--- config.mk ---
export PLATFORM = sky130hd
export DESIGN_NAME = macc_input_pacer_flat
export DESIGN_NICKNAME = d
export VERILOG_FILES = /design/src/rtl/macc_input_pacer_if.sv /design/src/rtl/macc_input_pacer.sv /design/src/flat_wrapper.sv
export SDC_FILE = /design/constraint.sdc
export NUM_CORES = 1
export LEC_CHECK = 0
export CORE_UTILIZATION = 54
export CTS_CLUSTER_SIZE = 25
export DETAILED_ROUTE_END_ITERATION = 8
export GPL_ROUTABILITY_DRIVEN = 0
export PLACE_DENSITY = 0.75
export SYNTH_ARGS = -nofsm -noshare
export SYNTH_HDL_FRONTEND = slang
export SYNTH_SLANG_ARGS = --single-unit
--- constraint.sdc ---
create_clock -name Clk_i -period 3.8 [get_ports Clk_i]
set_input_delay 0.76 -clock Clk_i [delete_from_list [all_inputs] [get_ports Clk_i]]
set_output_delay 0.76 -clock Clk_i [all_outputs]
set_load 0.01 [all_outputs]
--- src/rtl/macc_input_pacer_if.sv ---
// Sample bus between a bursty source, the pacer and the MACC FIR filter.
// Slave modport is the pacer's view; master is the source/sink view.
interface macc_input_pacer_if #(
  parameter int DATA_WIDTH = 18,
  parameter int FIFO_AW    = 4
);
  logic [DATA_WIDTH-1:0] Data_i;
  logic                  DataNd_i;
  logic                  ClearOvf_i;
  logic [DATA_WIDTH-1:0] Data_o;
  logic                  DataNd_o;
  logic [FIFO_AW:0]      Level_o;
  logic                  Empty_o;
  logic                  Full_o;
  logic                  Overflow_o;

  modport slave (
    input  Data_i, DataNd_i, ClearOvf_i,
    output Data_o, DataNd_o, Level_o,
    output Empty_o, Full_o, Overflow_o
  );

  modport master (
    output Data_i, DataNd_i, ClearOvf_i,
    input  Data_o, DataNd_o, Level_o,
    input  Empty_o, Full_o, Overflow_o
  );
endinterface

--- src/rtl/macc_input_pacer.sv ---
// Buffers bursty input samples in a small FIFO and re-issues them as
// single-cycle strobes spaced at least SPACING clocks apart.
module macc_input_pacer #(
  parameter int DATA_WIDTH = 18,
  parameter int FIFO_AW    = 4,
  parameter int SPACING    = 16
) (
  input  logic Clk_i,
  input  logic Rst_i,
  macc_input_pacer_if.slave bus
);

  localparam int DEPTH = 1 << FIFO_AW;
  localparam logic [FIFO_AW:0] FULL_LVL = (FIFO_AW+1)'(DEPTH);
  localparam logic [7:0] SP_RLD = 8'(SPACING - 1);

  logic [DATA_WIDTH-1:0] mem_q [DEPTH];

  logic [FIFO_AW-1:0]    wr_ptr_q, wr_ptr_d;
  logic [FIFO_AW-1:0]    rd_ptr_q, rd_ptr_d;
  logic [FIFO_AW:0]      level_q, level_d;
  logic [7:0]            cnt_q, cnt_d;
  logic [DATA_WIDTH-1:0] data_q, data_d;
  logic                  nd_q, nd_d;
  logic                  ovf_q, ovf_d;

  logic full;
  logic pop;
  logic push;
  logic drop;

  // Pop uses registered state only, so a fresh sample never falls through.
  always_comb begin
    full     = (level_q == FULL_LVL);
    pop      = (level_q != '0) && (cnt_q == '0);
    push     = bus.DataNd_i && (!full || pop);
    drop     = bus.DataNd_i && !push;
    wr_ptr_d = wr_ptr_q;
    rd_ptr_d = rd_ptr_q;
    level_d  = level_q;
    cnt_d    = cnt_q;
    data_d   = data_q;
    nd_d     = 1'b0;
    ovf_d    = ovf_q;
    if (push) wr_ptr_d = wr_ptr_q + 1'b1;
    if (pop) begin
      rd_ptr_d = rd_ptr_q + 1'b1;
      data_d   = mem_q[rd_ptr_q];
      nd_d     = 1'b1;
      cnt_d    = SP_RLD;
    end else if (cnt_q != '0) begin
      cnt_d = cnt_q - 1'b1;
    end
    case ({push, pop})
      2'b10:   level_d = level_q + 1'b1;
      2'b01:   level_d = level_q - 1'b1;
      default: level_d = level_q;
    endcase
    if (drop) ovf_d = 1'b1;
    else if (bus.ClearOvf_i) ovf_d = 1'b0;
  end

  // Sample storage; a read of the slot being overwritten sees the old head.
  always_ff @(posedge Clk_i) begin
    if (push) mem_q[wr_ptr_q] <= bus.Data_i;
  end

  // Control and output registers.
  always_ff @(posedge Clk_i or posedge Rst_i) begin
    if (Rst_i) begin
      wr_ptr_q <= '0;
      rd_ptr_q <= '0;
      level_q  <= '0;
      cnt_q    <= '0;
      data_q   <= '0;
      nd_q     <= 1'b0;
      ovf_q    <= 1'b0;
    end else begin
      wr_ptr_q <= wr_ptr_d;
      rd_ptr_q <= rd_ptr_d;
      level_q  <= level_d;
      cnt_q    <= cnt_d;
      data_q   <= data_d;
      nd_q     <= nd_d;
      ovf_q    <= ovf_d;
    end
  end

  assign bus.Data_o     = data_q;
  assign bus.DataNd_o   = nd_q;
  assign bus.Level_o    = level_q;
  assign bus.Empty_o    = (level_q == '0);
  assign bus.Full_o     = full;
  assign bus.Overflow_o = ovf_q;

endmodule

--- src/flat_wrapper.sv ---
// flat-port wrapper written by rule: the top's interface ports become plain ports
module macc_input_pacer_flat 
#(
  parameter int DATA_WIDTH = 18,
  parameter int FIFO_AW    = 4,
  parameter int SPACING    = 16
)
  (Clk_i, Rst_i, bus_Data_i, bus_DataNd_i, bus_ClearOvf_i, bus_Data_o, bus_DataNd_o, bus_Level_o, bus_Empty_o, bus_Full_o, bus_Overflow_o);
  macc_input_pacer_if #(.DATA_WIDTH(DATA_WIDTH), .FIFO_AW(FIFO_AW)) bus_i ();
  input  logic Clk_i;
  input  logic Rst_i;
  input wire logic [$bits(bus_i.Data_i)-1:0] bus_Data_i;
  input wire logic [$bits(bus_i.DataNd_i)-1:0] bus_DataNd_i;
  input wire logic [$bits(bus_i.ClearOvf_i)-1:0] bus_ClearOvf_i;
  output wire logic [$bits(bus_i.Data_o)-1:0] bus_Data_o;
  output wire logic [$bits(bus_i.DataNd_o)-1:0] bus_DataNd_o;
  output wire logic [$bits(bus_i.Level_o)-1:0] bus_Level_o;
  output wire logic [$bits(bus_i.Empty_o)-1:0] bus_Empty_o;
  output wire logic [$bits(bus_i.Full_o)-1:0] bus_Full_o;
  output wire logic [$bits(bus_i.Overflow_o)-1:0] bus_Overflow_o;
  assign bus_i.Data_i = bus_Data_i;
  assign bus_i.DataNd_i = bus_DataNd_i;
  assign bus_i.ClearOvf_i = bus_ClearOvf_i;
  assign bus_Data_o = bus_i.Data_o;
  assign bus_DataNd_o = bus_i.DataNd_o;
  assign bus_Level_o = bus_i.Level_o;
  assign bus_Empty_o = bus_i.Empty_o;
  assign bus_Full_o = bus_i.Full_o;
  assign bus_Overflow_o = bus_i.Overflow_o;
  macc_input_pacer #(.DATA_WIDTH(DATA_WIDTH), .FIFO_AW(FIFO_AW), .SPACING(SPACING)) u_core (.Clk_i(Clk_i), .Rst_i(Rst_i), .bus(bus_i));
endmodule
* Word-level counts from Yosys, hierarchy flattened *
Memory sizes are Yosys's and may differ from the RTL's. A register that Yosys moved wholly into a read port is not among the register bits.
Cells that the tools add are included.
Widths: inputs -> output; s select.

cells by class
  $add $sub $neg = 5
  multiply operators = 0
  divide/modulo/power cells = 0
  order comparisons = 0
  equal/unequal tests = 3
  shift-type cells = 0
  multiplexer cells = 8
  bitwise operators = 0
  reductions and logical operators = 13

operator list
  kind                 number
  $mux 8               2
  $pmux 5 s2           1
  $add 4x1->4 const B  2
  $logic_not 8->1      1
  $reduce_bool 8->1    1
  $sub 8x1->8 const B  1
  $reduce_bool 2->1    3
  $add 5x1->5 const B  1
  $eq 5x5->1 const B   1
  $logic_not 5->1      1
  $mux 1               5
  $reduce_bool 5->1    1
  $sub 5x1->5 const B  1
  $logic_and 1x1->1    3
  $eq 2x1->1 const B   1
  $eq 2x2->1 const B   1
  $logic_not 1->1      2
  $logic_or 1x1->1     1

word-level totals
  flip-flop bits (word level) = 23
  latch bits = 0
  RAM bits = 288
  memory bits (read-only) = 0
  bits of input ports = 22
  memories kept = 1

memory list
  memory        depth  width  read ports  clocked after memory_dff  write ports  line                    text
  u_core.mem_q  16     18     1           1                         1            macc_input_pacer.sv:17  logic [DATA_WIDTH-1:0] mem_q [DEPTH];

* Logic depth before layout (Yosys ltp) *
Gate-level depths: netlist of run 1.

  depth in word-level cells = 7
  depth in mapped cells = 11
  mapped depth without buffers = 11

* Least setup slack after synthesis of run 1 *
OpenSTA, ideal clock, no wires.

  path type = reg2reg
  start = reg u_core.cnt_q[0]
  end = mem u_core.mem_q[0][0] (enable)
  setup time = 439 ps
  arrival = 3406 ps
  required time = 3361 ps
  path slack = -45 ps
  cell stages (with the launch flop) = 7
  buffers on the path = 0
  period minus slack after synthesis = 3845 ps
  path through = dfrtp_1 inv_1 ha_1 or3b_2 o211ai_1 nand2_2 nor4_1

on the way
  longest elaborated chain between the ends = 6

ends and longest elaborated chain
  what                          line                    text
  start: declaration            macc_input_pacer.sv:22  logic [7:0] cnt_q, cnt_d;
  start signal: assignment      macc_input_pacer.sv:82  cnt_q <= cnt_d;
  $logic_not 8->1               macc_input_pacer.sv:35  pop = (level_q != '0) && (cnt_q == '0);
  $logic_and 1x1->1             macc_input_pacer.sv:35
  $logic_or 1x1->1              macc_input_pacer.sv:36  push = bus.DataNd_i && (!full || pop);
  $logic_and 1x1->1             macc_input_pacer.sv:36
  $mux 1                        macc_input_pacer.sv:65  if (push) mem_q[wr_ptr_q] <= bus.Data_i;
  $mux 1 (not written as such)  macc_input_pacer.sv:65
  end: declaration              macc_input_pacer.sv:17

No other way between the ends.

* Final worst setup path of run 1 *
  start = reg u_core.level_q[0] (netlist: u_core.bus.Level_o[0])
  end = out bus_Empty_o

on the way
  longest elaborated chain between the ends = 1

ends and longest elaborated chain
  what                      line                    text
  start: declaration        macc_input_pacer.sv:21  logic [FIFO_AW:0] level_q, level_d;
  start signal: assignment  macc_input_pacer.sv:81  level_q <= level_d;
  $logic_not 5->1           macc_input_pacer.sv:92  assign bus.Empty_o = (level_q == '0);
  end: declaration          flat_wrapper.sv:18      output wire logic [$bits(bus_i.Empty_o)-1:0] bus_Empty_o;

No other way between the ends.

==> run metrics, run 1 <==
biggest area consumer among synthesized cells edfxtp_1; initial core utilization 55.8%; initial antenna violation count 0; mux share of post-synthesis cell area 14.9%; worst hold path type reg2reg; Final setup violation count 0; Most Crowded Layer GR met2; routed wire length 25100 um; filler cell count 1512; Largest delay share family, worst path simple AND/OR/NAND/NOR gates; CP Launch Type flop; sequential cell area 9680 um^2; Internal 7.22 mW; slowest cell delay on critical path 0.59 ns; Critical R2R Launch u_core.cnt_q[0]; Overall Global Routing Usage 22.1%; Setup Skew 0.0191 ns; largest family of logic cells by synthesized area multiplexers; met2 GRT Util 38.5%; Placeable Area 22900 um^2; CTS Sinks 329; Min Clock Period, post-route 3.21 ns; Worst setup EP type output pin; Slew @ Worst Pin 0.964 ns; worst vdd ir 0.000469 V; cells along the critical path nor4_2 -> nand2_1 -> inv_1 -> clkdlybuf4s50_1; area grow syn2layout 16.1%; vias 6294; Sum Neg Setup Slack 0 ns; Switching Share 27.1%; sequential share of the synthesized area 75.7%; Area contributors post-synth edfxtp_1 (68%), mux4_2 (13%), dfrtp_1 (8.0%), mux2_2 (1.8%), o22ai_1 (1.8%); Std-Cell Rows 55; cell with the most instances after synthesis edfxtp_1; number of synthesized flops with an enable pin 288; Chip Height 156 um; Max Slew Vio Count 0; Resize count post-CTS 0; Leak 4.79 nW; share of layout cells above drive strength 1 28.0%; Worst EP arrival 2.45 ns; ys flop type edfxtp_1; detailed-router iteration count before antenna repair 5; cell area power density 667 nW/um^2; GRT Residual Overflow 0; Syn. warnings 0; worst-case headroom to the max-slew limit 35.7%; Synth Cell Area 12800 um^2; CP Max Fanout 6; outcome completed; DP Cell Count 979; syn nets 655; RSZ-0062 raised after global routing no; share of the synthesized area in the top cell type 67.6%; later-pin clock latency in the skew report 0.56 ns; syn_area_per_cell 20.6 um^2; top cells by count, synth edfxtp_1 (288), mux4_2 (72), dfrtp_1 (41); Final Cell Area 14800 um^2; Seq pwr share 48.4%; Register-to-Register Setup Slack 0.71 ns; number of port buffers 48; full die area 24300 um^2; Placement Cell Area 13800 um^2; detailed placer's ending HPWL 15800 um; Synth Area in Compound Gates 3.57%; vias in the first global route 6680; Yosys cell types 46; mean number of vias per cell 6.07; Required @ worst endpoint 3.04 ns; I/O pins 49; flop and latch count out of synthesis 329; CTS tree yes; antenna viol nets, final 0; Post-CTS Setup Repair Bufs 0; WP buf/inv 2; final period utilization 84.6%; async set-reset flop share out of synthesis 12.5%; total CTS buffers 31; combinational power share 21.0%; max cap viols 0; fin util 64.8%; Clock Path Buffers 3; Slowest-stage cell, CP nor4_2; DRC 0; global-route wire length before repair 39400 um; met1 Usage GRT 29.7%; Chip Width 156 um; Worst-path clk slew 0.06 ns; crit path kind reg2out; clock power share 30.7%; timing startpoint of the critical path u_core.bus.Level_o[0]; Final Net Count 732; Fin. Hold Viols 0; ANT cells 0; multi-input logic area 2980 um^2; post-synthesis simple-gate area fraction 2.37%; htree depth 1; Hold Buf Count CTS 0; largest net degree at the start of global routing 60; post-DR wirelength/cell 24.2 um; Finished Layout Cells 1037; Initial DRC Count 433; Post-Synth XOR/XNOR Area 0.891%; CTS Root Cell clkbuf_16; fmax 0.311 GHz; sw power 2.68 mW; total power 9.91 mW; hold path start u_core.cnt_q[7]; Synth Area in Adders 1.14%; met3 Track Usage GR 3.28%; Mapped Cells 622
-- stage by stage --
stage | setup WS, ns | hold WS [ns]
after floorplan | -0.0452 | 0.456
after global placement | 0.903 | 0.480
after detailed placement | 0.749 | 0.483
after CTS | 0.551 | 0.499
after global routing | 0.369 | 0.519
final | 0.586 | 0.502
-- final cells by class --
class                           count  share of cell area [%]
Inverter                           17                   0.430
Clock inverter                     21                    1.41
Tap cell                          313                    2.64
Sequential cell                   329                    65.2
Multi-Input combinational cell    246                    20.1
Timing Repair Buffer               74                    4.72
Clock buffer                       37                    5.51
-- cell usage in the layout (no fill, tap or decap), types with 2 or more instances in the layout --
cell / synthesis / final
a21o_1: 2 / 2
a21oi_1: 23 / 23
buf_12: 0 / 2
buf_4: 1 / 24
bufinv_16: 0 / 3
clkbuf_1: 18 / 4
clkbuf_16: 0 / 31
clkbuf_8: 0 / 2
clkdlybuf4s50_1: 0 / 48
clkinv_2: 0 / 9
clkinv_4: 0 / 4
clkinvlp_4: 0 / 4
dfrtp_1: 41 / 39
edfxtp_1: 288 / 288
ha_1: 10 / 10
inv_1: 16 / 15
inv_2: 1 / 2
mux2_1: 2 / 2
mux2_2: 21 / 21
mux2i_1: 2 / 2
mux4_2: 72 / 72
nand2_1: 6 / 6
nand2_2: 2 / 2
nand2b_1: 2 / 2
nand3_1: 6 / 6
nand4_1: 3 / 3
nor2_1: 13 / 5
nor2_2: 0 / 8
nor3_1: 7 / 3
nor3_2: 0 / 4
nor4_2: 2 / 6
o22ai_1: 37 / 37
xnor2_1: 10 / 10
xor2_1: 3 / 3
-- sequential cells by signal, indices dropped and copies added, names as in the netlist --
| name | flops |
|---|---|
| u_core.cnt_q | 8 |
| u_core.bus.DataNd_o | 1 |
| u_core.bus.Level_o | 5 |
| u_core.mem_q | 288 |
| u_core.wr_ptr_q | 4 |
| u_core.bus.Data_o | 18 |
| u_core.bus.Overflow_o | 1 |
| u_core.rd_ptr_q | 4 |
-- cell families (layout without fill, tap and decap cells) --
family / count (synthesis) / count (layout)
flip-flops: 329 / 329
AND/OR/NAND/NOR: 54 / 54
buffers and inverters: 47 / 149
XOR/XNOR: 13 / 13
multiplexers: 97 / 97
adder cells (fa/ha/maj): 11 / 11
AO/OA/AOI/OAI: 71 / 71
-- path summary, 6_finish.rpt --
kind | to | cells after the start
setup / recovery | bus_Empty_o | 4
hold / removal | u_core.cnt_q[7] | 1
setup reg to reg | u_core.mem_q[14][17] | 7
hold reg to reg | u_core.cnt_q[7] | 1
max in group asynchronous | u_core.rd_ptr_q[2] | 2
min in group asynchronous | u_core.bus.Data_o[0] | 2
-- power by group through the flow --
stage                     sequential (mW)  combinational [mW]  clock (mW)
after global placement               4.82                2.04           0
after global routing                 4.84                2.26        3.23
after floorplan                      4.77                1.29           0
final                                4.79                2.08        3.04
after CTS                            4.79                2.11        3.09
after detailed placement             4.86                2.10           0
-- per-layer routing --
metal,up-vias,wire length [um]
met1,3299,10300
met2,234,12800
met3,41,1370
met4,0,517
met5,-,0
li1,2720,-
-- worst reg2reg max path, cell delays in order, from the launching register on --
cell	delay (ns)
dfrtp_1	0.40
inv_1	0.10
ha_1	0.16
or3b_2	0.52
o211ai_1	0.49
nand4_1	0.37
nor2_2	0.45
buf_4	0.29
No activity file was read; power rests on OpenSTA's default activity.
==> run 2: changes to the inputs <==
==> constraint.sdc (replaced) <==
create_clock -name Clk_i -period 2.95 [get_ports Clk_i]
set_input_delay 0.59 -clock Clk_i [delete_from_list [all_inputs] [get_ports Clk_i]]
set_output_delay 0.59 -clock Clk_i [all_outputs]
set_load 0.01 [all_outputs]
==> run metrics, run 2 (same netlist as run 1, synthesis figures left out) <==
outcome completed; worst hold path type reg2reg; total power 13.4 mW; Std-Cell Rows 55; fmax 0.361 GHz; CTS Sinks 329; Largest Register u_core.mem_q; vias in the first global route 6773; number of port buffers 48; Chip Width 156 um; post-DR wirelength/cell 25.8 um; Internal 9.77 mW; Slew @ Worst Pin 1.04 ns; Setup Skew 0.0146 ns; commonest non-fill, non-tap cell in the layout edfxtp_1; Seq pwr share 46.6%; ANT cells 0; later-pin clock latency in the skew report 0.51 ns; Final Hold Slack 0.500 ns; crit path kind reg2out; Final Net Count 753; largest net degree at the start of global routing 44; sw power 3.64 mW; Overall Global Routing Usage 23.7%; detailed placer's ending HPWL 15900 um; combinational power share 20.7%; initial core utilization 55.8%; full die area 24300 um^2; CP Max Fanout 6; Placeable Area 22900 um^2; clock power share 32.7%; GRT Residual Overflow 0; Fin. Hold Viols 0; routed wire length 27300 um; Min Clock Period, post-route 2.77 ns; max cap viols 0; Clock Path Buffers 3; Worst setup EP type output pin; Finished Layout Cells 1058; worst setup margin 0.178 ns; CTS tree yes; Worst EP arrival 2.18 ns; CP Launch Type flop; area grow syn2layout 18.8%; detailed-router iteration count before antenna repair 4; Switching Share 27.1%; total CTS buffers 34; worst-case headroom to the max-slew limit 30.7%; htree depth 2; cell area power density 882 nW/um^2; share of layout cells above drive strength 1 30.1%; mean number of vias per cell 6.07; commonest cells after routing, fill and taps aside edfxtp_1 (288), mux4_2 (72), clkdlybuf4s50_1 (48); antenna viol nets, final 0; vias 6418; DP Cell Count 997; I/O pins 49; Hold Buf Count CTS 0; CTS Root Cell clkbuf_16; initial antenna violation count 0; Required @ worst endpoint 2.36 ns; Final setup violation count 0; RSZ-0062 raised after global routing no; Max Slew Vio Count 0; Initial DRC Count 540; global-route wire length before repair 41200 um; Leak 4.96 nW; worst vdd ir 0.000639 V; final period utilization 94.0%; Place WS -0.0800 ns; fin util 66.3%; Chip Height 156 um; Worst-path clk slew 0.06 ns; max reg flops 288; DRC 0
==> run 2: cell count changes in the layout (fill, tap and decap cells not counted), sizes merged <==
cell / delta
bufinv: +1
clkinv: -5
clkinvlp: -1
inv: +1
buf: +18
clkbuf: +7
==> run 2: layer usage <==
layer	vias to the layer above	share of wire [%]	track usage, %
met5	-	0	0
met4	0	1.8	7.24
met3	35	6.0	4.64
met2	240	52	40.7
met1	3376	40	30.8
li1	2767	-	-
==> run 2: worst max-delay path, cell delays in order, from the launching register on <==
cell             delay, ns
dfrtp_1               0.46
nor4_2                0.31
buf_4                 0.19
nand2_1               0.11
inv_1                 0.08
clkdlybuf4s50_1       0.53
==> run 2: final timing paths <==
path / start / endpoint / slack (ns) / cells after the start
max in group asynchronous: Rst_i / u_core.rd_ptr_q[2] / 1.58 / 2
min in group asynchronous: Rst_i / u_core.bus.Data_o[3] / 0.64 / 2
hold / removal: u_core.cnt_q[7] / u_core.cnt_q[7] / 0.50 / 1
setup / recovery: u_core.bus.Level_o[0] / bus_Full_o / 0.18 / 5
setup reg to reg: u_core.cnt_q[1] / u_core.bus.Level_o[4] / 0.23 / 10
hold reg to reg: u_core.cnt_q[7] / u_core.cnt_q[7] / 0.50 / 1
==> run 2: stage by stage <==
step / cell area, um^2 / TNS [ns]
CTS: 15200 / 0
global placement: 14000 / 0
detailed placement: 14000 / -0.0800
floorplan: 12800 / -42.87
finish: 15200 / 0
global route: 15200 / 0
==> run 2: layout make-up <==
class	instances	area [um^2]
Clock buffer	44	950
Clock inverter	17	206
Fill cell	1457	7720
Inverter	17	63.8
Multi-Input combinational cell	246	3040
Sequential cell	329	9680
Tap cell	313	392
Timing Repair Buffer	92	861
==> run 2: power groups by stage <==
| stage | clock, mW | sequential [mW] | combinational [mW] |
|---|---|---|---|
| after floorplan | 0 | 6.15 | 1.69 |
| after global placement | 0 | 6.28 | 2.69 |
| after detailed placement | 0 | 6.33 | 2.77 |
| after CTS | 4.45 | 6.24 | 2.80 |
| after global routing | 4.61 | 6.31 | 3.00 |
| final | 4.38 | 6.25 | 2.78 |
==> run 2: what timing repair did <==
item                       4_1_cts  5_1_grt
setup endpoints to repair        1        1
gates resized for setup          2        3
setup buffers                    0        0
==> RTL change, RTL diff (flow settings as in run 2) <==
`DATA_WIDTH` is set to 18 in 3 places; all go to 14.
--- a/src/rtl/macc_input_pacer_if.sv
+++ b/src/rtl/macc_input_pacer_if.sv
@@ -1,7 +1,7 @@
 // Sample bus between a bursty source, the pacer and the MACC FIR filter.
 // Slave modport is the pacer's view; master is the source/sink view.
 interface macc_input_pacer_if #(
-  parameter int DATA_WIDTH = 18,
+  parameter int DATA_WIDTH = 14,
   parameter int FIFO_AW    = 4
 );
   logic [DATA_WIDTH-1:0] Data_i;
--- a/src/rtl/macc_input_pacer.sv
+++ b/src/rtl/macc_input_pacer.sv
@@ -1,7 +1,7 @@
 // Buffers bursty input samples in a small FIFO and re-issues them as
 // single-cycle strobes spaced at least SPACING clocks apart.
 module macc_input_pacer #(
-  parameter int DATA_WIDTH = 18,
+  parameter int DATA_WIDTH = 14,
   parameter int FIFO_AW    = 4,
   parameter int SPACING    = 16
 ) (
--- a/src/flat_wrapper.sv
+++ b/src/flat_wrapper.sv
@@ -1,7 +1,7 @@
 // flat-port wrapper written by rule: the top's interface ports become plain ports
 module macc_input_pacer_flat 
 #(
-  parameter int DATA_WIDTH = 18,
+  parameter int DATA_WIDTH = 14,
   parameter int FIFO_AW    = 4,
   parameter int SPACING    = 16
 )
Interface: changed (resized bus_Data_i and bus_Data_o); port bits go from 49 to 41. No check against the original RTL was run, so the function may have changed too.
==> RTL change against run 2 <==
Cell area fell by 21%. Worst setup slack gained 0.035 ns. Routed wire length is 28% lower. Synthesized area shrank 20%. Total power is 20% lower. Critical path depth up 5. Global-route usage fell by 2.9 points. Clock skew is 0.011 ns higher. Sequential cell count decreased by 68. Core utilization shrank 1.9 points.
==> RTL change: results (changes against run 2) <==
- Status: completed (unchanged).
* Count of fill cells added during filler insertion: 1227 (was 1457)
* Kind of cell adding the most delay to the critical path: compound AO/OA/AOI/OAI gates (was buffers and inverters)
- Leakage power figure: 0.00399 uW (was 0.00496 uW)
* Fraction of final layout cells with drive strength greater than 1: 26.3% (was 30.1%)
* Area of placed instances: 11200 sq um (was 14000 sq um)
- 1st-iter DRT viols: 288 (was 540)
- The slowest cell on the critical path is or3b_1 (was clkdlybuf4s50_1).
* Largest register FFs: 224 (was 288)
- The number of antenna violations at the first check in global routing came to 0 (unchanged).
* Crit path required time: 3.39 ns (was 2.36 ns)
- The largest register by flop count is u_core.mem_q (unchanged).
- The number of nets in the finished design is 622 (was 753).
- Number of vias in the routed layout: 5182 (was 6418)
- Synth unique cells: 44 (was 46)
- Maximum level of the CTS H-tree: 1 (was 2)
- The number of flops mapped to enable cells by yosys is 224 (was 288).
- Latest clock arrival within the worst-skew pair: 0.54 ns (was 0.51 ns)
- The clock tree root buffer cell is clkbuf_16 (unchanged).
- Half-perimeter wire length after placement: 12700 um (was 15900 um)
- Final Skew: 0.0258 ns (was 0.0146 ns)
* Sequential share of the synthesized area: 74.5% (was 75.7%)
- Commonest cells in the netlist: edfxtp_1 (224), mux4_2 (56), dfrtp_1 (37), o22ai_1 (28), a21oi_1 (19) (was edfxtp_1 (288), mux4_2 (72), dfrtp_1 (41), o22ai_1 (37), a21oi_1 (23)).
- Mean routed wirelength per cell: 23.1 um (was 25.8 um)
- The number of nets produced by synthesis came to 550 (was 655).
* Worst max-slew margin expressed relative to the limit: 38.9% (was 30.7%)
* Total of buffers placed on input and output ports: 40 (was 48)
- The longest individual stage delay on the worst path came to 0.48 ns (was 0.53 ns).
- Overall global routing resource usage: 20.9% (was 23.7%)
- Cell types with the largest area share after synthesis: edfxtp_1 (65%), mux4_2 (12%), dfrtp_1 (9.0%) (was edfxtp_1 (68%), mux4_2 (13%), dfrtp_1 (8.0%))
* Largest net degree at the start of global routing: 36 (was 44)
- The count of warnings emitted by yosys was 0 (unchanged).
- Number of buffers added by the clock tree synthesis step: 25 (was 34)
- The first-pass GRT wire length was 30500 um (was 41200 um).
- The via count of the first global-routing pass came to 5345 (was 6773).
- The worst ir drop on vdd came to 0.853 mV (was 0.639 mV).
- Async S/R FF share, synth: 14.2% (was 12.5%)
==> RTL change: layout make-up <==
cell class	count	area, sq um	area share, %
repair buffers	72	678	5.63
inverters	19	71.3	0.592
clock buffers	42	825	6.84
clock inverters	4	36.3	0.301
well taps	234	293	2.43
flip-flops and latches	261	7660	63.6
multi-input cells	214	2490	20.7
==> RTL change: repair_timing <==
| item | in CTS | in global routing |
|---|---|---|
| gates resized for setup | 0 | 0 |
| hold buffers | 0 | 0 |
| endpoints found under the setup margin | 0 | 24 |
| buffers inserted | 0 | 1 |
==> RTL change: logic make-up after synthesis <==
group | count (synthesis) | share of synthesized area (%)
AO/OA/AOI/OAI | 60 | 3.78
XOR/XNOR | 13 | 1.11
adder cells (fa/ha/maj) | 11 | 1.41
buffers and inverters | 46 | 1.79
flip-flops | 261 | 74.5
multiplexers | 77 | 14.6
AND/OR/NAND/NOR | 53 | 2.83
==> RTL change: path summary, 6_finish.rpt <==
check	slack (ns)	to	cells after the start	startpoint
worst max-delay path	0.21	u_core.bus.Level_o[4]	10	u_core.cnt_q[0]
worst min-delay path	0.49	u_core.cnt_q[0]	1	u_core.cnt_q[0]
max in group asynchronous	1.69	u_core.bus.Data_o[6]	3	Rst_i
min in group asynchronous	0.56	u_core.wr_ptr_q[0]	2	Rst_i
worst min register to register	0.49	u_core.cnt_q[0]	1	u_core.cnt_q[0]
worst max register to register	0.21	u_core.bus.Level_o[4]	10	u_core.cnt_q[0]
==> RTL change: through the flow <==
stage / hold WS (ns) / power (uW) / setup slack, ns / cells
after floorplan: 0.457 / 6580 / -0.505 / 521
after global placement: 0.481 / 7530 / 0.220 / 799
after detailed placement: 0.490 / 7630 / 0.150 / 799
after CTS: 0.498 / 10900 / 0.123 / 845
after global routing: 0.522 / 11200 / 0.0866 / 846
final: 0.493 / 10800 / 0.212 / 846
==> RTL change: worst register-to-register path, cell delays in order, from the launching register on <==
cell	delay (ns)
dfrtp_1	0.40
inv_1	0.09
ha_1	0.16
or3b_1	0.48
a211oi_4	0.29
nand2_2	0.10
fa_1	0.40
nand2b_1	0.15
o2bb2ai_1	0.20
o21ai_0	0.21
a2bb2oi_1	0.17
==> RTL change: where the power goes <==
group	switching [uW]	internal, uW
logic	1200	1330
clock network	1310	1920
registers	439	4570
total	2950	7810
==> RTL change: routing by layer <==
metal	share of wire [%]	track usage (%)
met1	39	26.7
met3	5.6	3.76
met2	53	36.0
met5	0	0
met4	2.8	7.52
